$ cat src/rtl/histogram_builder_fsm_pkg.sv
// Shared constants, state type and helpers for the coarse ToF histogram builder.
package histogram_builder_fsm_pkg;

  // Index widths never drop below one bit, so a size-1 dimension still gets a counter.
  function automatic int unsigned clogMin1(input int unsigned n);
    return (n < 2) ? 1 : $clog2(n);
  endfunction

  localparam int unsigned NP                = 10;
  localparam int unsigned PIXEL_NUM_PER_RAM = 3;
  localparam int unsigned EVENTS_PER_PIXEL  = 2;
  localparam int unsigned SHOTS_PER_ACQ     = 2;
  localparam int unsigned BIN_SHIFT         = 5;
  localparam int unsigned CNT_W             = 8;

  localparam int unsigned BIN_W    = NP - BIN_SHIFT;
  localparam int unsigned NUM_BINS = 1 << BIN_W;
  localparam int unsigned PIX_W    = clogMin1(PIXEL_NUM_PER_RAM);
  localparam int unsigned EVT_W    = clogMin1(EVENTS_PER_PIXEL);
  localparam int unsigned SHOT_W   = clogMin1(SHOTS_PER_ACQ);

  localparam logic [NP-1:0] NO_PHOTON = {NP{1'b1}};

  typedef enum logic [1:0] {
    IDLE    = 2'd0,
    ACCUM   = 2'd1,
    PUBLISH = 2'd2
  } state_e;

endpackage

$ cat src/rtl/histogram_builder_fsm_if.sv
// Sample stream in, per-pixel peak timestamps out.
interface histogram_builder_fsm_if;
  import histogram_builder_fsm_pkg::*;

  logic          wrEn;
  logic [NP-1:0] data;
  logic [NP-1:0] peakResult [PIXEL_NUM_PER_RAM];

  modport master (output wrEn, output data, input peakResult);
  modport slave  (input wrEn, input data, output peakResult);
endinterface

$ cat src/rtl/histogram_builder_fsm_pixel_hist.sv
// One pixel's coarse histogram: saturating bin counters plus running peak tracker.
module his_pixel_hist
  import histogram_builder_fsm_pkg::*;
#(
  parameter int unsigned cntW = CNT_W
) (
  input  logic             clk,
  input  logic             res,
  input  logic             sampleEn,
  input  logic [BIN_W-1:0] bin,
  input  logic             isMarker,
  input  logic             clear,
  output logic [BIN_W-1:0] peakBin
);

  logic [cntW-1:0] hist [NUM_BINS];
  logic [cntW-1:0] maxCnt;
  logic [cntW-1:0] curCnt;
  logic [cntW-1:0] newCnt;
  logic            countIt;

  always_comb begin
    curCnt  = hist[bin];
    newCnt  = (curCnt == {cntW{1'b1}}) ? curCnt : curCnt + cntW'(1);
    countIt = sampleEn && !isMarker;
  end

  // Strictly-greater update keeps the earliest bin on ties and after saturation.
  always_ff @(posedge clk or posedge res) begin
    if (res) begin
      for (int b = 0; b < int'(NUM_BINS); b++) hist[b] <= '0;
      maxCnt  <= '0;
      peakBin <= '0;
    end else if (clear) begin
      for (int b = 0; b < int'(NUM_BINS); b++) hist[b] <= '0;
      maxCnt  <= '0;
      peakBin <= '0;
    end else if (countIt) begin
      hist[bin] <= newCnt;
      if (newCnt > maxCnt) begin
        maxCnt  <= newCnt;
        peakBin <= bin;
      end
    end
  end

endmodule

$ cat src/rtl/histogram_builder_fsm.sv
// Per-pixel coarse time-of-flight histogram builder: sequences samples over
// shots/pixels/events and publishes each pixel's peak bin once per acquisition.
module histogram_builder_fsm
  import histogram_builder_fsm_pkg::*;
#(
  parameter int unsigned cntW = CNT_W
) (
  input logic               clk,
  input logic               res,
  histogram_builder_fsm_if.slave bus
);

  state_e            state;
  state_e            stateNext;
  logic [SHOT_W-1:0] shotIdx;
  logic [PIX_W-1:0]  pixIdx;
  logic [EVT_W-1:0]  evtIdx;
  logic              accept;
  logic              evtLast;
  logic              pixLast;
  logic              shotLast;
  logic              lastSample;
  logic              publish;
  logic [BIN_W-1:0]  sampleBin;
  logic              isMarker;
  logic [BIN_W-1:0]  peakBin [PIXEL_NUM_PER_RAM];

  always_comb begin
    accept     = bus.wrEn && (state != PUBLISH);
    evtLast    = (evtIdx == EVT_W'(EVENTS_PER_PIXEL - 1));
    pixLast    = (pixIdx == PIX_W'(PIXEL_NUM_PER_RAM - 1));
    shotLast   = (shotIdx == SHOT_W'(SHOTS_PER_ACQ - 1));
    lastSample = accept && evtLast && pixLast && shotLast;
    publish    = (state == PUBLISH);
    sampleBin  = bus.data[NP-1:BIN_SHIFT];
    isMarker   = (bus.data == NO_PHOTON);
  end

  always_ff @(posedge clk or posedge res) begin
    if (res) state <= IDLE;
    else     state <= stateNext;
  end

  always_comb begin
    stateNext = state;
    case (state)
      IDLE:    if (accept) stateNext = lastSample ? PUBLISH : ACCUM;
      ACCUM:   if (lastSample) stateNext = PUBLISH;
      PUBLISH: stateNext = IDLE;
      default: stateNext = IDLE;
    endcase
  end

  // Shot-major, then pixel, then event ordering of the incoming samples.
  always_ff @(posedge clk or posedge res) begin
    if (res) begin
      shotIdx <= '0;
      pixIdx  <= '0;
      evtIdx  <= '0;
    end else if (publish) begin
      shotIdx <= '0;
      pixIdx  <= '0;
      evtIdx  <= '0;
    end else if (accept) begin
      evtIdx <= evtLast ? '0 : evtIdx + EVT_W'(1);
      if (evtLast) begin
        pixIdx <= pixLast ? '0 : pixIdx + PIX_W'(1);
        if (pixLast) shotIdx <= shotLast ? '0 : shotIdx + SHOT_W'(1);
      end
    end
  end

  for (genvar p = 0; p < int'(PIXEL_NUM_PER_RAM); p++) begin : gPix
    logic sampleEn;
    assign sampleEn = accept && (pixIdx == PIX_W'(p));

    his_pixel_hist #(.cntW(cntW)) uHist (
      .clk      (clk),
      .res      (res),
      .sampleEn (sampleEn),
      .bin      (sampleBin),
      .isMarker (isMarker),
      .clear    (publish),
      .peakBin  (peakBin[p])
    );
  end

  always_ff @(posedge clk or posedge res) begin
    if (res) begin
      for (int p = 0; p < int'(PIXEL_NUM_PER_RAM); p++) bus.peakResult[p] <= '0;
    end else if (publish) begin
      for (int p = 0; p < int'(PIXEL_NUM_PER_RAM); p++)
        bus.peakResult[p] <= {peakBin[p], {BIN_SHIFT{1'b0}}};
    end
  end

endmodule

$ cat src/flat_wrapper.sv
// flat-port wrapper written by rule: the top's interface ports become plain ports
module histogram_builder_fsm_flat import histogram_builder_fsm_pkg::*;
#(
  parameter int unsigned cntW = CNT_W
)
  (clk, res, bus_wrEn, bus_data, bus_peakResult);
  histogram_builder_fsm_if bus_i ();
  input logic clk;
  input logic res;
  input wire logic [$bits(bus_i.wrEn)-1:0] bus_wrEn;
  input wire logic [$bits(bus_i.data)-1:0] bus_data;
  output wire logic [$bits(bus_i.peakResult)-1:0] bus_peakResult;
  assign bus_i.wrEn = bus_wrEn;
  assign bus_i.data = bus_data;
  assign bus_peakResult = {>>{bus_i.peakResult}};
  histogram_builder_fsm #(.cntW(cntW)) u_core (.clk(clk), .res(res), .bus(bus_i));
endmodule
$ cat config.mk
export PLATFORM = sky130hd
export DESIGN_NAME = histogram_builder_fsm_flat
export DESIGN_NICKNAME = d
export VERILOG_FILES = /design/src/rtl/histogram_builder_fsm_pkg.sv /design/src/rtl/histogram_builder_fsm_if.sv /design/src/rtl/histogram_builder_fsm_pixel_hist.sv /design/src/rtl/histogram_builder_fsm.sv /design/src/flat_wrapper.sv
export SDC_FILE = /design/constraint.sdc
export NUM_CORES = 2
export LEC_CHECK = 0
export BUFFER_PORTS_ARGS = -buffer_cell sky130_fd_sc_hd__clkbuf_2
export CELL_PAD_IN_SITES_DETAIL_PLACEMENT = 1
export CELL_PAD_IN_SITES_GLOBAL_PLACEMENT = 1
export CORE_ASPECT_RATIO = 2
export CORE_UTILIZATION = 50
export CTS_CLUSTER_DIAMETER = 100
export CTS_CLUSTER_SIZE = 30
export DETAILED_ROUTE_END_ITERATION = 12
export PLACE_DENSITY = 0.77
export SYNTH_ARGS = -nofsm -noshare
export SYNTH_HDL_FRONTEND = slang
export SYNTH_SLANG_ARGS = --single-unit
$ cat constraint.sdc
create_clock -name clk -period 62 [get_ports clk]
set_clock_uncertainty 0.1 [all_clocks]
set_input_delay 3.1 -clock clk [delete_from_list [all_inputs] [get_ports clk]]
set_output_delay 3.1 -clock clk [all_outputs]
set_load 0.01 [all_outputs]
==> results.tsv <==
metric	value	unit
outcome	complete, no violations	
fin_area	41700	sq um
fp.dieH	404	um
row_count	147	
cts_buffers	31	
hold_viol	0	
cts_resized	0	
worstPathRequired	62.51	ns
clkTransAtPathRegs	0.12	ns
yosys_most_used_dff	dfrtp_1	
cpMaxStageDelayCell	buf_4	
hp-class	reg2reg	
core	80200	sq um
drt_iter0_markers	2598	
rsz0062_at_grt	no	
worstSkewPairLatency	0.70	ns
grt_max_degree	195	
synthTopCellsByArea	dfrtp_1 51%, mux2i_1 9.2%, nand3_1 7.3%	
critical_path_class	in2reg	
drt-vias-per-instance	6.78	
drtAntennaViolNets	0	
yosys-top-cells-count	828 x dfrtp_1, 593 x nand3_1, 432 x nand2_1, 396 x o21ai_0, 371 x mux2i_1	
synth_top_area_share	51.3	%
r2r_slack	55.71	ns
cts_tree	built	
critPathMaxFanout	130	
postSynth.asyncResetShare	100	%
avgRoutedWirePerCell	31.3	um
grt_use_total	38.9	%
synth.most_common_cell	dfrtp_1	
p_leak	0.0177	uW
regToRegEndpoint	u_core.gPix[1].uHist.maxCnt[5]	
reg2reg_from	u_core.gPix[1].uHist.hist[142]	
p_comb_share	20.2	%
post_cts_buffers	0	
cts.sinks	828	
io_pins	43	
dpl_cell_area	40900	sq um
hold_start	u_core.bus.peakResult[9]	
drc_errors	0	
swShare	32.1	%
power_switching	362	uW
syn-cell-area	40400	sq um
cts_max_level	1	
io_buffers	27	
grt_pass1_wl	234000	um
drtPass1Iterations	5	
grt-ovfl-total	0	
setup_violations	0	
start_kind	primary input	
post-dp-hpwl	105000	um
place_congestion	0.967	
pwr-share-clk	23.5	%
final_nets	4047	
die-area	82000	sq um
syn_inst	4232	
worst_slew_pin_slew	1.37	ns
routed_wl	158000	um
synth_edf_count	0	
finalPower	1130	uW
relSlewSlack	8.27	%
worstPathCellList	buf_8, buf_12, buf_4, mux2i_1, o22ai_1, nor4_1, nand2_1, ha_1, nand2_1, or3_2, mux2i_4, inv_1, ha_1, nor2b_1, o21ai_0, nand2b_1, a21oi_1, o21ai_0, o211a_1, mux2_2, nor2_1	
antenna_found_initial	7	
synth_top_area_cell	dfrtp_1	
intPower	765	uW
drive_gt1_share	5.37	%
vdd_ir_drop_max	0.0000369	V
clock.fmax	101	MHz
drv_slew	0	
crit_path_end_kind	flip-flop	
reg2reg_depth	18	
ctsHoldBuffers	0	
power_density	27.0	nW/um^2
slowest_delay	0.91	ns
avgSynthCellArea	9.55	sq um
synth_seq_area_share	51.3	%
holdPathEnd	u_core.bus.peakResult[9]	
syn_to_final_growth	3.22	%
cts_buffer_depth	3	
seq_power_share	56.4	%
hold_path_depth	2	
clockRootBuffer	clkbuf_16	
grt_pass1_vias	35400	
die_w	203	um
synth.distinct_cells	70	
critPathArrivalTime	10.46	ns
vias	34300	
period_needed	9.94	ns
fin_crit_sh	16.0	%
synth_warnings	0	
fin_setup_tns	0	ns
start_util	50.4	%
synth_seq_cells	828	
drv_cap	0	
-- worst max path at each step --
stage                     start                              to  cells past startpoint
detailed placement  bus_data[6]  u_core.gPix[2].uHist.maxCnt[2]                     21
global placement    bus_data[6]  u_core.gPix[2].uHist.maxCnt[2]                     21
global route        bus_data[6]  u_core.gPix[2].uHist.maxCnt[2]                     21
floorplan                   res       u_core.bus.peakResult[15]                      1
finish              bus_data[6]  u_core.gPix[2].uHist.maxCnt[2]                     21
CTS                 bus_data[6]  u_core.gPix[2].uHist.maxCnt[2]                     21
-- stage by stage --
step                      std cells  util, %  hold WS [ns]  worst slack, ns
after floorplan                4246        -         0.338            35.54
after global placement         5017     51.0         0.353            51.55
after detailed placement       5017     51.0         0.365            51.38
after CTS                      5050     52.0         0.396            52.06
after global routing           5051     52.0         0.413            51.65
final                          5053     52.0         0.389            52.06
-- worst max-delay path: cells and delay by family --
kind	cells	cell delay, ns
AO/OA/AOI/OAI	5	1.08
adder cells (fa/ha/maj)	2	0.66
buffers and inverters	4	2.33
multiplexers	3	1.24
AND/OR/NAND/NOR	7	1.84
-- cell usage in the layout, fill, tap and decap left out, drive strengths merged, types with 20 or more instances in the layout --
cell    instances
nand3         593
nand2         436
dfrtp         828
o21ai         502
o211ai         33
clkbuf         56
o22ai         168
o311ai         47
buf            83
nand4          36
mux2i         373
nor4           40
a211oi         72
mux4           20
ha             27
nor2          225
inv            43
a21oi         281
-- cell families (layout without fill, tap and decap cells) --
kind of cell,Yosys count,in the layout,synth area share [%]
AO/OA/AOI/OAI,1136,1136,16.1
XOR/XNOR,6,6,0.195
adder cells (fa/ha/maj),27,27,0.836
flip-flops,828,828,51.3
buffers and inverters,422,183,4.89
AND/OR/NAND/NOR,1417,1417,16.2
multiplexers,395,395,10.5
other,1,18,0.00928
-- power by group through the flow --
stage          clock (uW)  sequential, uW  combinational, uW
2_1_floorplan           0             634                157
3_3_place_gp            0             642                216
3_5_place_dp            0             645                224
4_1_cts               268             634                226
5_1_grt               281             641                245
6_report              265             635                227
-- final cells by class --
type                            count  area [sq um]
Antenna cell                        3          7.51
Clock buffer                       31           776
Timing Repair Buffer              108           803
Fill cell                        9209         38500
Inverter                           42           165
Sequential cell                   828         20700
Multi-Input combinational cell   2996         17900
Clock inverter                      2          25.0
Tap cell                         1043          1310
-- registers in the layout (all words and copies together), names as in the netlist --
register and flops:
u_core.gPix.uHist.maxCnt 24, u_core.pixIdx 2, u_core.state 2, u_core.bus.peakResult 15, u_core.shotIdx 1, u_core.evtIdx 1
u_core.gPix.uHist.peakBin 15, u_core.gPix.uHist.hist 768
-- per-layer routing --
| layer | share of wire [%] | vias to the layer above | GRT usage [%] |
|---|---|---|---|
| met5 | 0.035 | - | 0 |
| met1 | 35 | 17500 | 44.2 |
| met2 | 47 | 1325 | 61.9 |
| met4 | 11 | 8 | 35.7 |
| li1 | - | 14700 | - |
| met3 | 6.3 | 649 | 7.25 |
Power figures use the tool's default switching activity.
